**config.mk**
```make
export PLATFORM = sky130hd
export DESIGN_NAME = stage_fetch
export DESIGN_NICKNAME = d
export VERILOG_FILES = /design/src/rtl/mollusc_pkg.sv /design/src/rtl/fetch_buffer.sv /design/src/rtl/stage_fetch.sv
export SDC_FILE = /design/constraint.sdc
export NUM_CORES = 1
export LEC_CHECK = 0
export CORE_AREA = 2 2 159 161
export DETAILED_ROUTE_END_ITERATION = 10
export DIE_AREA = 0 0 161 163
export GPL_TIMING_DRIVEN = 0
export PLACE_DENSITY_LB_ADDON = 0.1
export SETUP_SLACK_MARGIN = 0.02
export SLEW_MARGIN = 20
export SYNTH_ARGS = -nofsm -noshare
export SYNTH_HDL_FRONTEND = slang
export SYNTH_HIERARCHICAL = 1
export SYNTH_SLANG_ARGS = --single-unit
```
**constraint.sdc**
```tcl
create_clock -name clk -period 3.65 [get_ports clk]
set_clock_uncertainty 0.05 [all_clocks]
set_input_delay 1.095 -clock clk [delete_from_list [all_inputs] [get_ports clk]]
set_output_delay 1.095 -clock clk [all_outputs]
set_load 0.005 [all_outputs]
```
**src/rtl/mollusc_pkg.sv**
```systemverilog
// Shared front-end definitions: word size, default encodings and the fetch entry layout.
// Decode imports this package as well.
package mollusc_pkg;

    localparam int unsigned XLEN = 32;

    localparam logic [XLEN-1:0] NOP_INSTR_DEFAULT = 32'h0000_0000;
    localparam logic [XLEN-1:0] RESET_PC_DEFAULT  = 32'h0000_0000;

    typedef struct packed {
        logic [XLEN-1:0] pc;
        logic [XLEN-1:0] instr;
    } fetch_entry_t;

    function automatic logic [XLEN-1:0] align_word(input logic [XLEN-1:0] addr);
        return {addr[XLEN-1:2], 2'b00};
    endfunction

endpackage

```
**src/rtl/fetch_buffer.sv**
```systemverilog
// Two-entry in-order FIFO of fetched {pc, instr} pairs; entry 0 is always the head.
// Flush wins over push and pop.
module fetch_buffer
    import mollusc_pkg::*;
(
    input  logic         clk,
    input  logic         rst,
    input  logic         push_i,
    input  logic         pop_i,
    input  logic         flush_i,
    input  fetch_entry_t push_data_i,
    output fetch_entry_t head_o,
    output logic [1:0]   count_o
);

    fetch_entry_t entry_q [2];
    fetch_entry_t entry_d [2];
    logic [1:0]   count_q, count_d;

    always_comb begin
        entry_d = entry_q;
        count_d = count_q;
        if (flush_i) begin
            count_d = 2'd0;
        end else begin
            unique case ({push_i, pop_i})
                2'b11: begin
                    // Count is unchanged; the new word lands behind whatever remains.
                    if (count_q == 2'd2) begin
                        entry_d[0] = entry_q[1];
                        entry_d[1] = push_data_i;
                    end else begin
                        entry_d[0] = push_data_i;
                    end
                end
                2'b01: begin
                    entry_d[0] = entry_q[1];
                    count_d    = count_q - 2'd1;
                end
                2'b10: begin
                    if (count_q == 2'd0) begin
                        entry_d[0] = push_data_i;
                    end else begin
                        entry_d[1] = push_data_i;
                    end
                    count_d = count_q + 2'd1;
                end
                default: ;
            endcase
        end
    end

    always_ff @(posedge clk) begin
        if (rst) begin
            entry_q <= '{default: '0};
            count_q <= 2'd0;
        end else begin
            entry_q <= entry_d;
            count_q <= count_d;
        end
    end

    assign head_o  = entry_q[0];
    assign count_o = count_q;

endmodule

```
**src/rtl/stage_fetch.sv**
```systemverilog
// Fetch stage: issues sequential word fetches, drops responses made stale by a redirect,
// and feeds decode through a registered pc/instr/valid with a two-entry skid buffer.
module stage_fetch
    import mollusc_pkg::*;
#(
    parameter logic [XLEN-1:0] RESET_PC  = RESET_PC_DEFAULT,
    parameter logic [XLEN-1:0] NOP_INSTR = NOP_INSTR_DEFAULT
) (
    input  logic            clk,
    input  logic            rst,
    output logic            imem_req_valid,
    output logic [XLEN-1:0] imem_req_addr,
    input  logic            imem_req_ready,
    input  logic            imem_resp_valid,
    input  logic [XLEN-1:0] imem_resp_data,
    input  logic            redirect,
    input  logic [XLEN-1:0] redirect_pc,
    input  logic            stall,
    output logic [XLEN-1:0] pc,
    output logic [XLEN-1:0] instr,
    output logic            valid
);

    logic [XLEN-1:0] fetch_pc_q, fetch_pc_d;
    logic [XLEN-1:0] resp_pc_q, resp_pc_d;
    logic [XLEN-1:0] pc_q, pc_d;
    logic [XLEN-1:0] instr_q, instr_d;
    logic            valid_q, valid_d;
    logic [1:0]      outstanding_q, outstanding_d;
    logic [1:0]      discard_q, discard_d;

    logic [XLEN-1:0] target_pc;
    logic            req_fire;
    logic            resp_kept;
    logic            buf_push, buf_pop;
    logic [1:0]      buf_count;
    fetch_entry_t    buf_head;
    fetch_entry_t    resp_entry;

    assign target_pc = align_word(redirect_pc);

    // Words in flight plus words buffered never exceed the buffer depth, so a stall cannot overflow.
    assign imem_req_valid = !rst && !redirect && (({1'b0, outstanding_q} + {1'b0, buf_count}) < 3'd2);
    assign imem_req_addr  = fetch_pc_q;
    assign req_fire       = imem_req_valid && imem_req_ready;

    assign resp_kept  = imem_resp_valid && (discard_q == 2'd0);
    assign resp_entry = '{pc: resp_pc_q, instr: imem_resp_data};
    assign buf_pop    = !redirect && !stall && (buf_count != 2'd0);
    assign buf_push   = !redirect && resp_kept && (stall || (buf_count != 2'd0));

    fetch_buffer u_fetch_buffer (
        .clk         (clk),
        .rst         (rst),
        .push_i      (buf_push),
        .pop_i       (buf_pop),
        .flush_i     (redirect),
        .push_data_i (resp_entry),
        .head_o      (buf_head),
        .count_o     (buf_count)
    );

    always_comb begin
        fetch_pc_d    = fetch_pc_q;
        resp_pc_d     = resp_pc_q;
        discard_d     = discard_q;
        outstanding_d = outstanding_q + {1'b0, req_fire} - {1'b0, imem_resp_valid};
        if (redirect) begin
            fetch_pc_d = target_pc;
            resp_pc_d  = target_pc;
            discard_d  = outstanding_q - {1'b0, imem_resp_valid};
        end else begin
            if (req_fire) begin
                fetch_pc_d = fetch_pc_q + 32'd4;
            end
            if (resp_kept) begin
                resp_pc_d = resp_pc_q + 32'd4;
            end else if (imem_resp_valid) begin
                discard_d = discard_q - 2'd1;
            end
        end
    end

    always_comb begin
        pc_d    = pc_q;
        instr_d = instr_q;
        valid_d = valid_q;
        if (redirect) begin
            instr_d = NOP_INSTR;
            valid_d = 1'b0;
        end else if (!stall) begin
            if (buf_count != 2'd0) begin
                pc_d    = buf_head.pc;
                instr_d = buf_head.instr;
                valid_d = 1'b1;
            end else if (resp_kept) begin
                pc_d    = resp_pc_q;
                instr_d = imem_resp_data;
                valid_d = 1'b1;
            end else begin
                instr_d = NOP_INSTR;
                valid_d = 1'b0;
            end
        end
    end

    always_ff @(posedge clk) begin
        if (rst) begin
            fetch_pc_q    <= RESET_PC;
            resp_pc_q     <= RESET_PC;
            outstanding_q <= 2'd0;
            discard_q     <= 2'd0;
            pc_q          <= '0;
            instr_q       <= NOP_INSTR;
            valid_q       <= 1'b0;
        end else begin
            fetch_pc_q    <= fetch_pc_d;
            resp_pc_q     <= resp_pc_d;
            outstanding_q <= outstanding_d;
            discard_q     <= discard_d;
            pc_q          <= pc_d;
            instr_q       <= instr_d;
            valid_q       <= valid_d;
        end
    end

    assign pc    = pc_q;
    assign instr = instr_q;
    assign valid = valid_q;

endmodule

```
Word-level counts from Yosys, hierarchy flattened
Cells that the tools add are included.
Storage, ports and cells
  bits of input ports: 70
  output and inout bits: 98
  word-level logic and storage cells: 81
  register bits after elaboration: 263
Cells by class
  reduce and logical (&&, ||, !) cells: 27
  eq/ne operators: 8
  multiplexer cells: 20
  bitwise operators: 2
  add/sub/neg operators: 9
  order comparisons: 1
Operators by type and width (count)
  32-bit two-way mux: 8
  64-bit two-way mux: 4
  64-bit case mux with 3 select lines: 1
  64-bit case mux with 2 select lines: 1
  32-bit by 3-bit adder with 32-bit output (second input constant): 2
  2-bit nonzero test: 7
  1-bit logical AND: 8
  2-bit equality test (second input constant): 3
  2-bit two-way mux: 3
  3-bit AND reduction: 2
  2-bit logical NOT: 2
  2-bit by 1-bit inequality test with 1-bit output (second input constant): 2
  2-bit inequality test (second input constant): 2
  2-bit case mux with 2 select lines: 1
  4-bit AND reduction: 1
  2-bit by 1-bit subtractor with 2-bit output: 2
  2-bit by 1-bit subtractor with 2-bit output (second input constant): 2
  2-bit by 2-bit adder with 3-bit output: 1
  1-bit logical NOT: 3
  3-bit by 2-bit less-than comparator with 1-bit output (second input constant): 1
  3-bit nonzero test: 1
  2-bit by 1-bit adder with 2-bit output: 1
  2-bit by 1-bit adder with 2-bit output (second input constant): 1
  2-bit by 1-bit equality test with 1-bit output (second input constant): 1
  5 further kinds: 7

Logic depth before layout (Yosys ltp)
  depth after elaboration: 7
  gate-level depth with buffers: 12

By module
The synthesis kept the hierarchy.
Modules (own cells, without submodules)
  fetch_buffer: times used 1, area each 7110.6 sq um, cells each 825
  stage_fetch: times used 1, area each 6393.6 sq um, cells each 760

Worst setup path after synthesis
OpenSTA, ideal clock, no wires.
  path kind: input to register
  start point: input port redirect
  end point: register u_fetch_buffer.entry_q (netlist bit u_fetch_buffer/head_o[36])
  stages: 10
  path slack: 257 ps
  path buffers: 5
  arrival: 3251 ps
  library setup time: 92 ps
  cell sequence: clkbuf_1 clkbuf_1 buf_1 nor3_1 inv_1 ha_1 clkbuf_1 clkbuf_1 a211oi_1 o32ai_1
Between the ends
  word-level cells in the longest chain between the ends: 6
RTL lines
  start, declared: RTL line stage_fetch.sv:16  | input logic redirect,
  1-bit logical NOT (*): RTL line stage_fetch.sv:50  | assign buf_push = !redirect && resp_kept && (stall || (buf_count != 2'd0));
  1-bit logical AND (*) (2 in a row): RTL line stage_fetch.sv:50
  net buf_push: RTL line stage_fetch.sv:35  | logic buf_push, buf_pop;
  2-bit equality test or 2-bit by 1-bit equality test with 1-bit output (tied branches): RTL line fetch_buffer.sv:26  | unique case ({push_i, pop_i})
  2-bit by 1-bit inequality test with 1-bit output (no line) or 3-bit nonzero test (tied branches)
  3-bit AND reduction (no line)
  end signal, assigned: RTL line fetch_buffer.sv:58  | entry_q <= entry_d;
  end, declared: RTL line fetch_buffer.sv:16  | fetch_entry_t entry_q [2];
Mark *: on every way through the listed nets, which the timed path passes. The rest lies on a longest branch.
A chain may end at the register's enable or synchronous reset.

Worst setup path after layout
  start point: input port redirect
  end point: output port imem_req_valid
Between the ends
  word-level cells in the longest chain between the ends: 3
RTL lines
  1-bit logical NOT: RTL line stage_fetch.sv:43  | assign imem_req_valid = !rst && !redirect && (({1'b0, outstanding_q} + {1'b0, buf_count}) < 3'd2);
  1-bit logical AND (2 in a row): RTL line stage_fetch.sv:43
  end, declared: RTL line stage_fetch.sv:11  | output logic imem_req_valid,
Every way passes these cells.

==> impl_results.md <==
* Cell Area, Synth at 0.0135 mm2
* Reg-to-Reg Start: u_fetch_buffer/count_o[1]
* Leading area contributor after synthesis: dfxtp_1
* Initial antenna violation count at 0
* Layout Area Growth over Synthesis at 22.9%
* Vias in the first global route at 12500
* Antenna Violating Nets Remaining at 0
* Power Density at 427 mW/mm2
* Crit. End Element: output pin
* Setup CP Type: in -> out
* Hold Crit Depth at 2
* I/O pins at 168
* Core area at 0.0247 mm2
* Worst path cell trace: clkdlybuf4s15_2 > clkbuf_8 > or2_4 > clkbuf_8 > nor3_2 > dlygate4sd2_1
* Die area at 0.0262 mm2
* Crit share post-route at 95.4%
* Row count at 58
* Synth unique cells at 60
* Final min period at 3.48 ns
* Peak supply drop at 0.296 mV
* DRC at 0
* Die width at 161 um
* HPWL Detailed at 30800 um
* First-pass GRT wire length at 67600 um
* Initial DRC count at 1263
* Clock Latency Late Sink at 0.54 ns
* CP max stage delay at 0.26 ns
* Antenna diode instance count at 0
* Status: finished clean
* Area contributors post-synth: dfxtp_1, a221oi_1, a211oi_1
* Nets at 1862
* Post-synthesis sequential area ratio at 38.4%
* Worst Setup SP: redirect
* Startpoint of the worst hold path: u_fetch_buffer/head_o[41]
* Worst relative slew slack at 35.6%
* Stages on the worst setup path at 6
* Starting density of the core at 54.7%
* Critical-path top delay cell: or2_4
* Clock Sinks at 259
* Share of the synthesized area in the top cell type at 38.4%
* Gr usage total at 32.0%
* Worst Path Buf+Inv at 4
* Die H at 163 um
* DR vias/cell at 6.23
* Synthesized area per cell at 8.52 um2
* CTS tree: done
* CP startpoint kind: input port
* Clk pin slew, worst setup/hold paths at 0.06 ns
* Clock buffer depth at 3
* Critical Path RT at 2.50 ns
* Final Hold Viols at 0
* Cell mode on critical path: clkbuf_8
* Hold Crit Class: reg -> reg
* Clk root buf: clkbuf_16
* Fillers at 2115
* Prevailing post-synth register cell: dfxtp_1
* Register bit count reported by yosys at 259
* Layout cells sized above 1 at 11.2%
* Largest net degree at the start of global routing at 20
* Slew Limit Fails at 0
* Least-Margin Pin Slew at 0.960 ns
* Htree depth at 1
* Setup TNS at 0 ns
* Lkg Pwr at 5.98 nW
* Crit path DAT at 2.34 ns
* Synth Warn # at 6
* Ys async rst share at 0%
* Grt ovf at 0
* Final setup fails at 0
* R2R depth at 9
* CTS Buf Count at 29
* Max-cap violations at 0
* Unrepaired setup endpoints after global routing: no
* Fmax at 287 MHz
* Number of buffers added on ports at 162
* Worst Path Max Fanout at 10
* Commonest non-fill, non-tap cell in the layout: dfxtp_1
* Final wirelength at 43400 um
* Detailed Routing Iterations Pass 1 at 6
* Top delay family on crit path: buffers and inverters
* Final Instance Count excl. Fillers at 2131
* Via count at 13300
* Dpl cells at 2084
* Final Wtd Congestion at 0.892
* Most frequent cells in the layout: dfxtp_1, clkdlybuf4s50_1, nand2_1, a221oi_1, a21oi_1
* Post-synth EDFFs at 0
* Syn Inst Count at 1585
* Pwr Total at 7.09 mW
* Setup slack, reg-to-reg at 0.31 ns
* Wire per inst at 20.4 um
## logic make-up (layout without fill, tap and decap cells)
kind of cell / after synthesis / in the layout / synth area share, %
other: 1 / 8 / 0.0278
AO/OA/AOI/OAI: 493 / 493 / 26.3
XOR/XNOR: 56 / 56 / 3.63
buffers and inverters: 306 / 515 / 11.3
adder cells (fa/ha/maj): 11 / 11 / 1.07
AND/OR/NAND/NOR: 456 / 456 / 19.1
flip-flops: 259 / 259 / 38.4
multiplexers: 3 / 3 / 0.232
## worst min-delay path, stage by stage (launching register included)
cell     delay (ns)
dfxtp_1        0.31
inv_1          0.05
o32ai_1        0.05
## final cells by class
cell class                      instances  area, um2  share of cell area (%)
Clock buffer                           42        875                    5.27
Inverter                               89        334                    2.01
Sequential cell                       259       5180                    31.2
Multi-Input combinational cell       1027       6840                    41.2
Buffer                                212       1210                    7.28
Clock inverter                          9        120                   0.723
Tap cell                              330        413                    2.49
Timing Repair Buffer                  163       1630                    9.80
## layer usage
layer | GRT usage, % | part of all wire (%)
met5 | 0 | 0
met4 | 12.9 | 4.0
met3 | 5.07 | 9.2
met2 | 52.0 | 45
met1 | 42.7 | 42
## what timing repair did
item	CTS	global route
pin swaps	1	0
resized for setup	27	9
cloned	0	0
hold buffers	0	0
buffers inserted	1	0
setup endpoints to repair	133	95
## flip-flops by register name, summed over array words and instances, names as in the netlist
register	flops
resp_pc_q	30
pc	32
valid	1
discard_q	2
u_fetch_buffer/entry_q	64
imem_req_addr	30
u_fetch_buffer/count_o	2
u_fetch_buffer/head_o	64
outstanding_q	2
instr	32
## Yosys cell counts, drive strengths merged (11+ instances only)
cell type  instances
a221oi            96
o22ai             12
nor3              44
clkbuf            97
a211oi            80
dfxtp            259
nor4              11
o32ai             64
nand4             24
a21oi             93
and3              11
a311oi            31
buf              120
a21boi            24
nor2b             33
nor2              63
inv               89
xnor2             24
and3b             64
xor2              32
nand3             85
o21ai             67
nand2             96
## final timing paths
check / to
worst max-delay path: imem_req_valid
worst min-delay path: u_fetch_buffer/head_o[41]
worst max register to register: outstanding_q[1]
worst min register to register: u_fetch_buffer/head_o[41]
## report_power, final
part	internal, mW	switching (mW)
clock	1.86	1.17
combinational	0.436	0.542
sequential	2.94	0.144
## stage by stage
step | hold WS [ns] | area (um2) | setup slack, ns | utilization (%)
after floorplan | 0.384 | 13500 | 0.257 | -
after global placement | 0.392 | 15600 | -1.55 | 63.1
after detailed placement | 0.396 | 15600 | -1.63 | 63.1
after CTS | 0.406 | 16600 | 0.0765 | 67.3
after global routing | 0.415 | 16600 | 0.0644 | 67.3
final | 0.406 | 16600 | 0.167 | 67.3
Power figures use the tool's default switching activity.
